==> config.mk <==
export PLATFORM = sky130hd
export DESIGN_NAME = rggen_trigger_handshake
export DESIGN_NICKNAME = d
export VERILOG_FILES = /design/src/rtl/rggen_trigger_handshake_pkg.sv /design/src/rtl/rggen_trigger_handshake_channel.sv /design/src/rtl/rggen_trigger_handshake.sv
export SDC_FILE = /design/constraint.sdc
export NUM_CORES = 1
export LEC_CHECK = 0
export BUFFER_PORTS_ARGS = -buffer_cell sky130_fd_sc_hd__buf_2
export CORE_MARGIN = 4
export CORE_UTILIZATION = 51
export CTS_CLUSTER_SIZE = 8
export DETAILED_ROUTE_END_ITERATION = 8
export PLACE_DENSITY = 0.75
export SLEW_MARGIN = 5
export SYNTH_ARGS = -nofsm -noshare
export SYNTH_HDL_FRONTEND = slang
export SYNTH_SLANG_ARGS = --single-unit
==> constraint.sdc <==
create_clock -name i_clk -period 1.3 [get_ports i_clk]
set_clock_uncertainty 0.1 [all_clocks]
set_input_delay 0.13 -clock i_clk [delete_from_list [all_inputs] [get_ports i_clk]]
set_output_delay 0.13 -clock i_clk [all_outputs]
set_load 0.05 [all_outputs]
==> src/rtl/rggen_trigger_handshake_pkg.sv <==
// ============================================================================
// Module   : rggen_trigger_handshake_pkg
// Purpose  : State encoding and sizing helpers for the trigger handshake.
// Revision : 1.0 - initial release
// ============================================================================
`default_nettype none

package rggen_trigger_handshake_pkg;

    localparam int DEFAULT_WIDTH = 8;

    typedef enum logic [1:0] {
        ST_IDLE   = 2'd0,
        ST_BUSY   = 2'd1,
        ST_QUEUED = 2'd2
    } state_e;

    // Counter must be able to hold 0..TIMEOUT_CYCLES; a 1-bit stub when disabled.
    function automatic int calc_count_width(input int timeout_cycles);
        return (timeout_cycles > 0) ? $clog2(timeout_cycles + 1) : 1;
    endfunction

endpackage

`default_nettype wire

==> src/rtl/rggen_trigger_handshake_channel.sv <==
// ============================================================================
// Module   : rggen_trigger_handshake_channel
// Purpose  : One trigger channel: request FSM with one-deep queue, optional
//            timeout counter and sticky overflow/timeout flags.
// Revision : 1.0 - initial release
// ============================================================================
`default_nettype none

module rggen_trigger_handshake_channel
    import rggen_trigger_handshake_pkg::*;
#(
    parameter int TIMEOUT_CYCLES = 0
) (
    input  logic i_clk,
    input  logic i_rst_n,
    input  logic i_trigger,
    input  logic i_ack,
    input  logic i_clear_overflow,
    input  logic i_clear_timeout,
    output logic o_req,
    output logic o_start,
    output logic o_pending,
    output logic o_overflow,
    output logic o_timeout
);

    state_e r_state;
    state_e w_next_state;
    logic   r_req;
    logic   r_start;
    logic   r_pending;
    logic   r_overflow;
    logic   r_timeout;
    logic   w_start;
    logic   w_count_clear;
    logic   w_set_overflow;
    logic   w_done;
    logic   w_timeout_hit;

    generate
        if (TIMEOUT_CYCLES > 0) begin : g_timeout
            localparam int c_count_width = calc_count_width(TIMEOUT_CYCLES);
            localparam logic [c_count_width-1:0] c_count_last =
                c_count_width'(TIMEOUT_CYCLES - 1);

            logic [c_count_width-1:0] r_count;

            always_ff @(posedge i_clk or negedge i_rst_n) begin
                if (!i_rst_n) begin
                    r_count <= '0;
                end else if (w_count_clear) begin
                    r_count <= '0;
                end else if (r_req && !i_ack) begin
                    r_count <= r_count + c_count_width'(1);
                end
            end

            // An ack in the final cycle takes priority over abandoning the operation.
            assign w_timeout_hit = r_req && !i_ack && (r_count == c_count_last);
        end else begin : g_no_timeout
            assign w_timeout_hit = 1'b0;
        end
    endgenerate

    always_comb begin
        w_next_state   = r_state;
        w_start        = 1'b0;
        w_count_clear  = 1'b0;
        w_set_overflow = 1'b0;
        w_done         = i_ack || w_timeout_hit;

        case (r_state)
            ST_IDLE: begin
                if (i_trigger) begin
                    w_next_state  = ST_BUSY;
                    w_start       = 1'b1;
                    w_count_clear = 1'b1;
                end
            end
            ST_BUSY: begin
                if (w_done && i_trigger) begin
                    w_start       = 1'b1;
                    w_count_clear = 1'b1;
                end else if (w_done) begin
                    w_next_state  = ST_IDLE;
                    w_count_clear = 1'b1;
                end else if (i_trigger) begin
                    w_next_state  = ST_QUEUED;
                end
            end
            ST_QUEUED: begin
                // Finishing an operation launches the queued one; a coincident
                // trigger refills the queue slot instead of overflowing.
                if (w_done) begin
                    w_start       = 1'b1;
                    w_count_clear = 1'b1;
                    if (!i_trigger) begin
                        w_next_state = ST_BUSY;
                    end
                end else if (i_trigger) begin
                    w_set_overflow = 1'b1;
                end
            end
            default: begin
                w_next_state = ST_IDLE;
            end
        endcase
    end

    always_ff @(posedge i_clk or negedge i_rst_n) begin
        if (!i_rst_n) begin
            r_state    <= ST_IDLE;
            r_req      <= 1'b0;
            r_start    <= 1'b0;
            r_pending  <= 1'b0;
            r_overflow <= 1'b0;
            r_timeout  <= 1'b0;
        end else begin
            r_state    <= w_next_state;
            r_req      <= (w_next_state != ST_IDLE);
            r_pending  <= (w_next_state == ST_QUEUED);
            r_start    <= w_start;
            r_overflow <= w_set_overflow | (r_overflow & ~i_clear_overflow);
            r_timeout  <= w_timeout_hit  | (r_timeout  & ~i_clear_timeout);
        end
    end

    assign o_req      = r_req;
    assign o_start    = r_start;
    assign o_pending  = r_pending;
    assign o_overflow = r_overflow;
    assign o_timeout  = r_timeout;

endmodule

`default_nettype wire

==> src/rtl/rggen_trigger_handshake.sv <==
// ============================================================================
// Module   : rggen_trigger_handshake
// Purpose  : Turns trigger-field pulses into held requests to a slow target,
//            one independent channel per trigger bit.
// Revision : 1.0 - initial release
// ============================================================================
`default_nettype none

module rggen_trigger_handshake
    import rggen_trigger_handshake_pkg::*;
#(
    parameter int WIDTH          = DEFAULT_WIDTH,
    parameter int TIMEOUT_CYCLES = 0
) (
    input  logic             i_clk,
    input  logic             i_rst_n,
    input  logic [WIDTH-1:0] i_trigger,
    input  logic [WIDTH-1:0] i_ack,
    input  logic [WIDTH-1:0] i_clear_overflow,
    input  logic [WIDTH-1:0] i_clear_timeout,
    output logic [WIDTH-1:0] o_req,
    output logic [WIDTH-1:0] o_start,
    output logic [WIDTH-1:0] o_pending,
    output logic [WIDTH-1:0] o_overflow,
    output logic [WIDTH-1:0] o_timeout
);

    generate
        for (genvar i = 0; i < WIDTH; i++) begin : g_channel
            rggen_trigger_handshake_channel #(
                .TIMEOUT_CYCLES (TIMEOUT_CYCLES)
            ) u_channel (
                .i_clk            (i_clk),
                .i_rst_n          (i_rst_n),
                .i_trigger        (i_trigger[i]),
                .i_ack            (i_ack[i]),
                .i_clear_overflow (i_clear_overflow[i]),
                .i_clear_timeout  (i_clear_timeout[i]),
                .o_req            (o_req[i]),
                .o_start          (o_start[i]),
                .o_pending        (o_pending[i]),
                .o_overflow       (o_overflow[i]),
                .o_timeout        (o_timeout[i])
            );
        end
    endgenerate

endmodule

`default_nettype wire

==> impl_metrics.py <==
metrics = {
    "floorplan": {
        "num_rows": 25,
        "start_util": 0.5328,
        "dieWidth_um": 78.71,
        "die-area_um2": 6195,
        "coreArea_um2": 4786,
        "dieHeight_um": 78.71,
        "ios": 74,
    },
    "clocking": {
        "cts_tree": "built",
        "htreeDepth": 2,
        "cts-root-buf": "clkbuf_8",
        "clkTransAtPathRegs_ns": 0.10,
        "clkLatencyLatePin_ns": 0.30,
        "clockBufferDepth": 2,
        "numCtsBuffers": 5,
        "cts.sinks": 56,
    },
    "synth": {
        "ys_warn_count": 0,
        "netlist_instances": 246,
        "synth.top_cells.by_area": "dfrtp_1, buf_4, nor2b_1",
        "yosysSeqAreaShare": 0.5496,
        "syn_nets": 280,
        "syn_area_per_cell_um2": 10.37,
        "synth_top_area_share": 0.5496,
        "synth.distinct_cells": 20,
        "ys_ff_latch": 56,
        "syn_area_um2": 2550,
        "post-synth-top-area-cell": "dfrtp_1",
    },
    "worst_setup_path": {
        "timing.rr.start": "g_channel[1].u_channel.r_state[0]",
        "crit_path_start_kind": "input pin",
        "crit_type": "input pin to flip-flop",
        "rrSetupSlack_ns": 0.08,
        "arrival_ns": 1.42,
        "critPathMaxFanout": 7,
        "critPathCaptureType": "flip-flop",
        "required_ns": 1.43,
        "reg2reg_depth": 3,
        "timing.rr.end": "g_channel[1].u_channel.r_state[0]",
    },
    "timing": {
        "worst_pin_slew_ns": 0.3190,
        "worst_slack_ns": 0.01764,
        "hold_viol_final": 0,
        "rsz0062_at_grt": "no",
        "tns_ns": 0,
        "fin_crit_ns": 1.282,
        "relSlewSlack": 0.7869,
        "fmax_ghz": 0.7798,
        "fin_worst_hold_slack_ns": 0.02166,
        "final-setup-viol-count": 0,
        "finalCritPeriodShare": 0.9864,
        "drv_slew": 0,
    },
    "placement": {
        "post-place-ws_ns": 0.1165,
        "dp_hpwl_um": 3114,
        "port_buffers": 73,
        "placedInstanceArea_um2": 2719,
        "dp_cells": 347,
        "gp_congestion": 0.7571,
    },
    "drt": {
        "wl_per_cell_um": 11.96,
        "drc": 0,
        "drt_iter0_drc": 48,
        "viasPerCell": 4.963,
        "first_pass_iters": 4,
        "vias": 1871,
        "wl_um": 4510,
        "ant_nets": 0,
    },
    "grt": {
        "antenna_found_initial": 0,
        "grt_pass1_wl_um": 7900,
        "grt_usage": 0.1585,
        "grt-ovfl-total": 0,
        "first_global_vias": 1824,
        "grt_start_max_net_pins": 57,
    },
    "min_path": {
        "hold_end": "g_channel[5].u_channel.o_pending",
        "min_path_type": "input pin to flip-flop",
        "holdCritStartpoint": "i_trigger[5]",
        "worstHoldPathCells": 3,
    },
    "layout": {
        "diodes": 0,
        "final_util": 0.6424,
        "layout-drive-gt1-share": 0.2871,
        "nets": 343,
        "stdcell_count": 377,
        "final_common_cell": "buf_2",
        "fin_area_um2": 3074,
        "syn_to_final_growth_pct": 20.56,
        "fillCellCount": 397,
        "layout_common_cells": "buf_2, dfrtp_1, dlygate4sd3_1",
    },
    "pwr": {
        "powerDensity_nw_per_um2": 1828,
        "vdd_drop_max_uv": 858.8,
        "fin_total_pwr_mw": 5.620,
        "p_leak_nw": 1.517,
    },
    "outcome": {
        "outcome": "finished clean",
    },
    "flow_run": {
        "cap_violations": 0,
    },
}
final cells by class:
cell class | count | area [um2] | area share
sequential | 56 | 1401 | 0.4558
inverter | 24 | 90.09 | 0.02930
clock inverter | 2 | 35.03 | 0.01140
tap | 67 | 83.83 | 0.02727
multi-input combinational | 126 | 760.7 | 0.2475
clock buffer | 6 | 72.57 | 0.02361
timing repair buffer | 96 | 630.6 | 0.2051
cell usage after synthesis:
| library cell | number |
|---|---|
| nand3_1 | 7 |
| nand3b_1 | 7 |
| o21bai_1 | 7 |
| buf_4 | 40 |
| inv_1 | 18 |
| dfrtp_1 | 56 |
| xnor2_1 | 1 |
| or4_1 | 7 |
| inv_2 | 6 |
| o2bb2ai_1 | 7 |
| and2b_2 | 6 |
| a21oi_1 | 15 |
| o22ai_1 | 10 |
| nor2_1 | 8 |
| o21ai_0 | 22 |
| o31ai_1 | 1 |
| nor2b_1 | 18 |
| nand2b_1 | 1 |
| nand2_1 | 8 |
| o32ai_1 | 1 |
repair_timing:
| item | 4_1_cts | 5_1_grt |
|---|---|---|
| resized for setup | 0 | 1 |
| hold buffers | 27 | 0 |
| endpoints found under the hold margin | 85 | 0 |
| setup buffers | 0 | 0 |
| endpoints found under the setup margin | 0 | 8 |
worst max-delay path, cell delays in order:
cell           delay (ns)
dlygate4sd3_1        0.53
buf_2                0.15
or4_1                0.51
nand3_1              0.09
metal layers:
layer | wire (um) | track usage
met2 | 2195 | 0.2674
met4 | 48 | 0.04196
met5 | 0 | 0
met3 | 288 | 0.04195
met1 | 1976 | 0.2024
flip-flops by register name, summed over array words and instances (netlist names):
signal                          flops
g_channel.u_channel.o_overflow      8
g_channel.u_channel.r_state        16
g_channel.u_channel.o_start         8
g_channel.u_channel.o_req           8
g_channel.u_channel.o_timeout       8
g_channel.u_channel.o_pending       8
worst max-delay path by stage:
stage | startpoint | end | slack [ns] | cells after the start
floorplan | g_channel[0].u_channel.r_state[0] | g_channel[0].u_channel.r_state[0] | 0.16 | 3
global placement | g_channel[6].u_channel.r_state[0] | g_channel[6].u_channel.r_state[0] | 0.15 | 3
detailed placement | g_channel[5].u_channel.r_state[0] | g_channel[5].u_channel.r_state[0] | 0.12 | 3
CTS | i_ack[2] | g_channel[2].u_channel.r_state[0] | 0.007 | 4
global route | g_channel[1].u_channel.r_state[1] | g_channel[1].u_channel.o_pending | 0.002 | 3
finish | i_ack[7] | g_channel[7].u_channel.r_state[0] | 0.02 | 4
cells by family (layout without fill, tap and decap cells):
logic type / Yosys count / in the layout / synth area share
AOI/OAI and AO/OA: 63 / 63 / 0.1482
xor gates and xnor gates: 1 / 1 / 0.003435
buffers and inverters: 64 / 128 / 0.1531
DFF: 56 / 56 / 0.5496
and+or+nand+nor: 62 / 62 / 0.1457
power by group:
part	switching (mW)	leakage [nW]	total, mW	internal [mW]
registers	0.217	0.719	2.37	2.15
clock network	0.519	0.0552	1.09	0.572
logic	1.55	0.743	2.16	0.608
(Power assumes the default switching activity.)
